$ cat src/rtl/player_move_ctrl.sv
// player_move_ctrl: per-frame player movement with map-bounds check and collision-RAM corner probing.
// Define PLAYER_COLLISION_EN to probe the collision RAM; otherwise in-bounds moves commit one cycle after acceptance.
module player_move_ctrl #(
    parameter int MAP_W   = 320,
    parameter int MAP_H   = 240,
    parameter int SPR_W   = 16,
    parameter int SPR_H   = 16,
    parameter int STEP    = 1,
    parameter int START_X = 152,
    parameter int START_Y = 112
) (
    input  logic        Clk,
    input  logic        Reset,
    input  logic        frame_tick,
    input  logic        dir_valid,
    input  logic [1:0]  dir,
    output logic [18:0] coll_addr,
    input  logic        coll_data,
    output logic [8:0]  pos_x,
    output logic [7:0]  pos_y,
    output logic [1:0]  facing,
    output logic        moving,
    output logic        blocked,
    output logic        busy
);
    typedef enum logic [1:0] {IDLE, PROBE, DRAIN, COMMIT} state_t;
`ifdef PLAYER_COLLISION_EN
    localparam state_t FIRST = PROBE;
`else
    localparam state_t FIRST = COMMIT;
`endif
    state_t             state_q, state_d;
    logic [8:0]         pos_x_q, pos_x_d, cx_q, cx_d;
    logic [7:0]         pos_y_q, pos_y_d, cy_q, cy_d;
    logic [1:0]         facing_q, facing_d, cnt_q, cnt_d;
    logic               moving_q, moving_d, blocked_q, blocked_d, busy_q, busy_d, hit_q, hit_d;
    logic [18:0]        coll_addr_q, coll_addr_d;
    logic signed [11:0] cand_x, cand_y;
    logic               oob, start;

    // Candidate is kept wide and signed so an underflow shows up as negative instead of wrapping.
    always_comb begin
        cand_x = $signed({3'b0, pos_x_q}) + $signed(dir == 2'd3 ? 12'(STEP) : dir == 2'd2 ? -12'(STEP) : 12'd0);
        cand_y = $signed({4'b0, pos_y_q}) + $signed(dir == 2'd1 ? 12'(STEP) : dir == 2'd0 ? -12'(STEP) : 12'd0);
        oob = cand_x < 12'sd0 || cand_y < 12'sd0 ||
              cand_x + $signed(12'(SPR_W)) > $signed(12'(MAP_W)) ||
              cand_y + $signed(12'(SPR_H)) > $signed(12'(MAP_H));
        start = state_q == IDLE && frame_tick && dir_valid && !oob;
    end

    always_comb begin
        state_d   = state_q;
        pos_x_d   = pos_x_q;
        pos_y_d   = pos_y_q;
        cx_d      = cx_q;
        cy_d      = cy_q;
        facing_d  = facing_q;
        cnt_d     = cnt_q;
        moving_d  = moving_q;
        blocked_d = 1'b0;
        busy_d    = busy_q;
        hit_d     = hit_q;
        if (state_q == IDLE && frame_tick) begin
            moving_d  = 1'b0;
            facing_d  = dir_valid ? dir : facing_q;
            blocked_d = dir_valid && oob;
            if (start) begin
                cx_d    = cand_x[8:0];
                cy_d    = cand_y[7:0];
                hit_d   = 1'b0;
                cnt_d   = 2'd0;
                busy_d  = 1'b1;
                state_d = FIRST;
            end
        end
`ifdef PLAYER_COLLISION_EN
        // RAM data trails its address by one cycle, so the first probe cycle has nothing to sample yet.
        else if (state_q == PROBE) begin
            cnt_d   = cnt_q + 2'd1;
            hit_d   = hit_q | (coll_data & (cnt_q != 2'd0));
            state_d = cnt_q == 2'd3 ? DRAIN : PROBE;
        end else if (state_q == DRAIN) begin
            hit_d   = hit_q | coll_data;
            state_d = COMMIT;
        end
`endif
        else if (state_q == COMMIT) begin
            state_d   = IDLE;
            busy_d    = 1'b0;
            moving_d  = !hit_q;
            blocked_d = hit_q;
            pos_x_d   = hit_q ? pos_x_q : cx_q;
            pos_y_d   = hit_q ? pos_y_q : cy_q;
        end
    end

`ifdef PLAYER_COLLISION_EN
    logic [1:0]  ci;
    logic [18:0] ax, ay;
    always_comb begin
        ci = state_q == IDLE ? 2'd0 : cnt_q + 2'd1;
        ax = 19'(state_q == IDLE ? cand_x[8:0] : cx_q) + (ci[0] ? 19'(SPR_W - 1) : 19'd0);
        ay = 19'(state_q == IDLE ? cand_y[7:0] : cy_q) + (ci[1] ? 19'(SPR_H - 1) : 19'd0);
        coll_addr_d = (start || (state_q == PROBE && cnt_q != 2'd3)) ? ay * 19'(MAP_W) + ax : coll_addr_q;
    end
`else
    logic unused_coll;
    assign unused_coll = coll_data;
    assign coll_addr_d = '0;
`endif

    always_ff @(posedge Clk) begin
        if (Reset) begin
            state_q     <= IDLE;
            pos_x_q     <= 9'(START_X);
            pos_y_q     <= 8'(START_Y);
            cx_q        <= '0;
            cy_q        <= '0;
            facing_q    <= 2'd1;
            cnt_q       <= '0;
            moving_q    <= 1'b0;
            blocked_q   <= 1'b0;
            busy_q      <= 1'b0;
            hit_q       <= 1'b0;
            coll_addr_q <= '0;
        end else begin
            state_q     <= state_d;
            pos_x_q     <= pos_x_d;
            pos_y_q     <= pos_y_d;
            cx_q        <= cx_d;
            cy_q        <= cy_d;
            facing_q    <= facing_d;
            cnt_q       <= cnt_d;
            moving_q    <= moving_d;
            blocked_q   <= blocked_d;
            busy_q      <= busy_d;
            hit_q       <= hit_d;
            coll_addr_q <= coll_addr_d;
        end
    end

    assign coll_addr = coll_addr_q;
    assign pos_x     = pos_x_q;
    assign pos_y     = pos_y_q;
    assign facing    = facing_q;
    assign moving    = moving_q;
    assign blocked   = blocked_q;
    assign busy      = busy_q;
endmodule

$ cat config.mk
export PLATFORM = sky130hd
export DESIGN_NAME = player_move_ctrl
export DESIGN_NICKNAME = d
export VERILOG_FILES = /design/src/rtl/player_move_ctrl.sv
export SDC_FILE = /design/constraint.sdc
export NUM_CORES = 1
export LEC_CHECK = 0
export ABC_AREA = 0
export BUFFER_PORTS_ARGS = -buffer_cell sky130_fd_sc_hd__buf_2
export CAP_MARGIN = 20
export CELL_PAD_IN_SITES_DETAIL_PLACEMENT = 2
export CELL_PAD_IN_SITES_GLOBAL_PLACEMENT = 2
export CORE_MARGIN = 5
export CORE_UTILIZATION = 29
export DETAILED_ROUTE_END_ITERATION = 7
export PLACE_DENSITY = 0.86
export SETUP_SLACK_MARGIN = 0.4
export SYNTH_ARGS = -nofsm -noshare
export SYNTH_HDL_FRONTEND = slang
export SYNTH_SLANG_ARGS = --single-unit
$ cat constraint.sdc
create_clock -name Clk -period 3.2 [get_ports Clk]
set_input_delay 0.64 -clock Clk [delete_from_list [all_inputs] [get_ports Clk]]
set_output_delay 0.64 -clock Clk [all_outputs]
set_load 0.01 [all_outputs]
==> results of run 1 <==
[area by class of cell]
cell class | instances | area share, %
clock inverter | 3 | 0.6324
inverter | 5 | 0.5929
clock buffer | 5 | 2.174
tap | 105 | 4.150
timing repair buffer | 73 | 16.17
multi-input combinational | 225 | 51.62
sequential | 39 | 24.66
[routing by layer]
layer  GRT usage, %  vias to the layer above  wire length (µm)
li1               -                     1101                 -
met1          21.18                     1179              3739
met2          33.85                       54              5049
met3          2.548                       10               213
met4          6.237                        0               124
met5              0                        -                 0
[worst paths after layout]
kind	from	end	slack, ns	cells past startpoint
hold reg to reg	cy_q[4]$_SDFFE_PP0P_	cy_q[4]$_SDFFE_PP0P_	0.47	2
hold / removal	cy_q[4]$_SDFFE_PP0P_	cy_q[4]$_SDFFE_PP0P_	0.47	2
setup / recovery	dir[1]	cy_q[7]$_SDFFE_PP0P_	0.08	12
setup reg to reg	pos_x[1]$_SDFFE_PP0P_	cy_q[7]$_SDFFE_PP0P_	0.30	8
[kinds of logic after synthesis]
logic type | count (synthesis)
buffers and inverters | 50
other | 1
AND/OR/NAND/NOR | 117
adder cells (fa/ha/maj) | 4
multiplexers | 33
XOR/XNOR | 13
flip-flops | 39
AO/OA/AOI/OAI | 39
[through the flow]
stage               area [µm²]  total power [mW]  hold WS [ns]  setup slack, ns  setup TNS (ns)
floorplan                 2565            0.6591        0.4344         -0.06552         -0.1116
global placement          2838            0.6932        0.4416          -0.2777          -4.090
detailed placement        2838            0.7033        0.4612          -0.3880          -5.771
CTS                       3097             1.065        0.4747           0.2757               0
global route              3166             1.120        0.4973          0.01218               0
finish                    3166             1.079        0.4697          0.07969               0
[sequential cells by signal (all words and copies together) (netlist names)]
name	cells
moving	1
state_q	1
cx_q	9
blocked	1
facing	2
pos_x	9
pos_y	8
cy_q	8
[worst max-delay path, stage by stage]
cell and delay (ns):
buf_8 0.10, or2_4 0.26, xnor2_2 0.13, ha_2 0.19
or4_4 0.43, a21boi_4 0.17, xnor2_2 0.15, o41ai_2 0.34
o21a_1 0.22, o211a_4 0.29, buf_6 0.16, mux2i_1 0.24
[placed cells by master (no fill, tap or decap), types with 4 or more instances in the layout]
cell type	instances
nand2_1	44
buf_4	42
dfxtp_1	39
mux2i_1	31
buf_2	25
nor2_1	20
conb_1	19
nand3_1	9
a21oi_1	8
nor4_1	7
o21ai_0	5
xor2_1	5
clkbuf_8	5
buf_6	5
xnor2_2	4
inv_1	4
xnor2_1	4
or2_2	4
nand4_1	4
[where the power goes]
group / internal [mW] / total [mW] / leakage (nW) / switching [mW]
Combinational: 0.0892 / 0.202 / 0.943 / 0.113
Clock: 0.152 / 0.355 / 0.0402 / 0.203
Sequential: 0.503 / 0.522 / 0.317 / 0.0192
[repair_timing]
item / in CTS / in global routing
hold buffers: 0 / 0
setup buffers: 3 / 4
pin swaps: 12 / 2
resized for setup: 28 / 8
endpoints found under the setup margin: 19 / 19
==> summary.md, run 1 <==
| Metric | Value |
|---|---|
| Synth warn | `0` |
| Post-synth top area share | `31.97%` |
| Root Buffer | `clkbuf_8` |
| Total track usage | `~18%` |
| Simple-Gate Fraction of Synth Area | `about a quarter` |
| CTS HTree Levels | `2` |
| Xor and xnor area share after synthesis | `4.662%` |
| Overflow after GRT | `0` |
| Post-Syn Area per Cell | `8.251 µm²` |
| Die footprint | `10360 µm²` |
| Routed wire length | `about 9100 µm` |
| Post-synth ARST share | `0%` |
| Top FF cell, synth | `dfxtp_1` |
| Layout cells sized above 1 | `33.14%` |
| Starting Density | `a little under 30%` |
| Post-synth top area cell | `dfxtp_1` |
| P&R area growth vs syn | `29.61%` |
| Most common cell in the netlist | `nand2_1` |
| Global-route wire length before repair | `14610 µm` |
| Syn Std Cell Area | `2442 µm²` |
| I/O Buffers | `27` |
| Status | `complete, no violations` |
| Post-Synth Adder-Cell Area | `2.049%` |
| Reg clk slew, reported paths | `0.09 ns` |
| Slew Viols, Final | `0` |
| Main combinational cell family by area after synthesis | `simple AND/OR/NAND/NOR gates` |
| Unrepaired setup endpoints after global routing | `yes` |
| Fmax | `320.5 MHz` |
| Placed cells | `440` |
| Req. time, crit path | `roughly 3.4 ns` |
| Startpoint types | `input pin` |
| Synth cell count leaders | `44 x nand2_1, 39 x dfxtp_1, 31 x mux2i_1` |
| Number of diodes | `0` |
| Max cap viols | `0` |
| CP endpoint kind | `flip-flop` |
| Final Critical Period | `3.120 ns` |
| Final Setup Violations | `0` |
| CTS Buf Count | `5` |
| Relative slew slack | `58.04%` |
| Hpwl dp | `approximately 5900 µm` |
| Nets | `360` |
| Die Span X | `101.8 µm` |
| Top post-synthesis cells by area | `dfxtp_1 32%, mux2i_1 13%, nand2_1 6.8%` |
| Crit share post-route | `between 90% and 100%` |
| Fin cells | `455` |
| Critical Path AT | `3.34 ns` |
| Placer's final routability congestion estimate | `0.8441` |
| VDD IR max | `0.0001380 V` |
| 1st-iter DRT viols | `86` |
| Clk_lat worst skew | `0.30 ns` |
| Slew @ Worst Pin | `around 0.62 ns` |
| Cells after synthesis | `296` |
| Final clock skew | `0.005364 ns` |
| Static Leak | `around 1.3 nW` |
| Final hold viol count | `0` |
| Post-synth cell types | `50` |
| Wire per inst | `20.06 µm` |
| Maximum clock insertion buffer count | `2` |
| # DRC | `0` |
| Largest net degree at the start of global routing | `22` |
| Number of vias per cell | `between 5 and 6` |
| Fill cells | `926` |
| Compound-Gate Fraction of Synth Area | `11.94%` |
| Core Region | `8217 µm²` |
| Core Util, Final | `38.53%` |
| Routed via count | `about 2300` |
| Num Clock Sinks | `39` |
| Post-synth EDFFs | `0` |
| DRT Pass-1 Iters | `4` |
| Crit Path Max Fanout | `7` |
| Die height | `101.8 µm` |
| Cell Rows | `33` |
| Initial antenna violation count | `0` |
| Post-route ant nets | `0` |
| Seq cells post-synth | `39` |
| Io pins | `48` |
| Mux share of post-synthesis cell area | `13.63%` |
| Vias in the first global route | `2675` |
| Power per cell area | `340.9 nW/µm²` |
| Kind of critical path | `in2reg` |
| Sequential cell area | `780.7 µm²` |
| Area of the multi-input gates | `between 1500 and 2000 µm²` |
| CTS tree | `built` |
| Register area share after synthesis | `31.97%` |
| Hold Crit Class | `reg2reg` |
Power figures use the tool's default switching activity.
==> inputs of run 2 (changes only) <==
CORE_UTILIZATION = 28   (was 29)
PLACE_DENSITY = 0.83   (was 0.86)
==> run 2 against run 1 <==
  * Via count is 1.8% higher
  * Combinational power grew 4%
  * Routed wire length is 5.5% higher
  * Cell area up 2.8%
  * Critical path type unchanged
  * Critical endpoint is now cy_q[5]$_SDFFE_PP0P_
==> summary.md, run 2 (same netlist as run 1, synthesis figures left out) <==
| Metric | Value |
|---|---|
| Status | `complete, no violations` |
| Sequential cell area | `780.7 µm² (unchanged)` |
| 1st-iter DRT viols | `81 (-5.8%)` |
| Slew @ Worst Pin | `0.6114 ns (-0.009805 ns)` |
| Die height | `103.4 µm (+1.6%)` |
| Overflow after GRT | `0 (unchanged)` |
| VDD IR max | `0.0001322 V (-4.2%)` |
| Number of diodes | `0 (unchanged)` |
| Commonest non-fill, non-tap cell in the layout | `buf_4` |
| Final hold viol count | `0 (unchanged)` |
| Layout cells sized above 1 | `34.92% (+1.8 points)` |
| # DRC | `0 (unchanged)` |
| Unrepaired setup endpoints after global routing | `yes` |
| Max cap viols | `0 (unchanged)` |
| Kind of critical path | `in2reg` |
| Power per cell area | `342.9 nW/µm² (+0.57%)` |
| Hold-fix buffers, CTS | `0 (unchanged)` |
| Fin cells | `466 (+2.4%)` |
| Routed via count | `2386 (+1.8%)` |
| Fill cells | `999 (+7.9%)` |
| Final Setup Violations | `0 (unchanged)` |
| Maximum clock insertion buffer count | `2 (unchanged)` |
| Worst Slack Setup Final | `0.1190 ns (+0.03931 ns)` |
| Final Critical Period | `3.081 ns (-0.03931 ns)` |
| I/O Buffers | `27 (unchanged)` |
| CP endpoint kind | `flip-flop` |
| Crit Path Max Fanout | `6 (-1)` |
| Wire per inst | `20.66 µm (+3.0%)` |
| Io pins | `48 (unchanged)` |
| DRT Pass-1 Iters | `4 (unchanged)` |
| Die footprint | `10690 µm² (+3.2%)` |
| Area of the multi-input gates | `1633 µm² (about the same)` |
| Hold Crit Class | `reg2reg` |
| Root Buffer | `clkbuf_8` |
| Largest net degree at the start of global routing | `37 (+68%)` |
| Req. time, crit path | `3.42 ns (about the same)` |
| P&R area growth vs syn | `33.25%` |
| Crit share post-route | `96.28% (-1.2 points)` |
| Core Region | `8593 µm² (+4.6%)` |
| Initial antenna violation count | `0 (unchanged)` |
| Slew Viols, Final | `0 (unchanged)` |
| Post-route ant nets | `0 (unchanged)` |
| Number of vias per cell | `5.120 (-0.61%)` |
| Critical Path AT | `3.30 ns (-0.04 ns)` |
| Final clock skew | `0.005015 ns (-0.0003492 ns)` |
| Post-route setup TNS | `0 ns (unchanged)` |
| CTS HTree Levels | `2 (unchanged)` |
| CTS tree | `built` |
| Starting Density | `28.42% (-1.3 points)` |
| Fmax | `324.6 MHz (+1.3%)` |
| Relative slew slack | `58.70% (+0.66 points)` |
| Reg clk slew, reported paths | `0.08 ns (about the same)` |
| Worst slack at placement | `-0.4302 ns (-0.04216 ns)` |
| Num Clock Sinks | `39 (unchanged)` |
| Die Span X | `103.4 µm (+1.6%)` |
| Placer's final routability congestion estimate | `0.8332 (-1.3%)` |
| Core Util, Final | `37.87% (-0.65 points)` |
| Static Leak | `1.367 nW (+5.1%)` |
| Vias in the first global route | `2669 (-0.22%)` |
| Startpoint types | `input pin` |
| Commonest cells after routing, fill and taps aside | `48 x buf_4, 44 x nand2_1, 39 x dfxtp_1` |
| Routed wire length | `9627 µm (+5.5%)` |
| Global-route wire length before repair | `14500 µm (-0.76%)` |
| Clk_lat worst skew | `0.30 ns (about the same)` |
| Total track usage | `17.83% (-0.38 points)` |
| CTS Buf Count | `5 (unchanged)` |
| Cell Rows | `34 (+3.0%)` |
| Nets | `368 (+2.2%)` |
| Placed cells | `444 (+0.91%)` |
| Hpwl dp | `5946 µm (+0.75%)` |
run 2: worst max-delay path: stages:
cell,delay [ns]
buf_8,0.10
buf_6,0.11
buf_4,0.12
or4b_4,0.52
o22ai_2,0.27
xnor2_2,0.21
a311oi_2,0.21
a2111oi_4,0.45
o211a_4,0.28
buf_8,0.15
mux2i_2,0.22
run 2: cell type report:
class                      count  share of cell area [%]
clock buffer                   8                   3.076
inverter                       5                  0.5767
multi-input combinational    225                   50.17
sequential                    39                   23.99
tap                          108                   4.152
timing repair buffer          81                   18.03
run 2: layer usage:
metal	up-vias	GRT usage [%]	wire (µm)
met5	-	0	0
met4	0	8.267	225
met3	17	2.012	232
met2	43	32.99	5246
met1	1206	20.26	3923
li1	1120	-	-
run 2: stage by stage:
stage	hold WS (ns)	area [µm²]	total power, mW
2_1_floorplan	0.4344	2565	0.6591
3_5_place_dp	0.4583	2849	0.7040
5_1_grt	0.4863	3254	1.166
6_report	0.4654	3254	1.116
3_3_place_gp	0.4427	2849	0.6937
4_1_cts	0.4692	3138	1.100
run 2: path summary, 6_finish.rpt:
path         cells past startpoint  slack [ns]             startpoint                   end
min                              2        0.47   cx_q[6]$_SDFFE_PP0P_  cx_q[6]$_SDFFE_PP0P_
max                             11        0.12                 dir[0]  cy_q[5]$_SDFFE_PP0P_
max reg2reg                      8        0.22  pos_x[1]$_SDFFE_PP0P_  cy_q[5]$_SDFFE_PP0P_
min reg2reg                      2        0.47   cx_q[6]$_SDFFE_PP0P_  cx_q[6]$_SDFFE_PP0P_
run 2: power breakdown:
part | total [mW] | internal (mW) | switching [mW]
registers | 0.522 | 0.503 | 0.0198
clock network | 0.384 | 0.197 | 0.187
logic | 0.210 | 0.0934 | 0.116
total | 1.12 | 0.793 | 0.323
run 2: timing repair:
action | in CTS | in global routing
pin swaps | 10 | 7
cloned | 0 | 0
resized for setup | 27 | 13
setup buffers | 8 | 6
endpoints found under the setup margin | 19 | 19
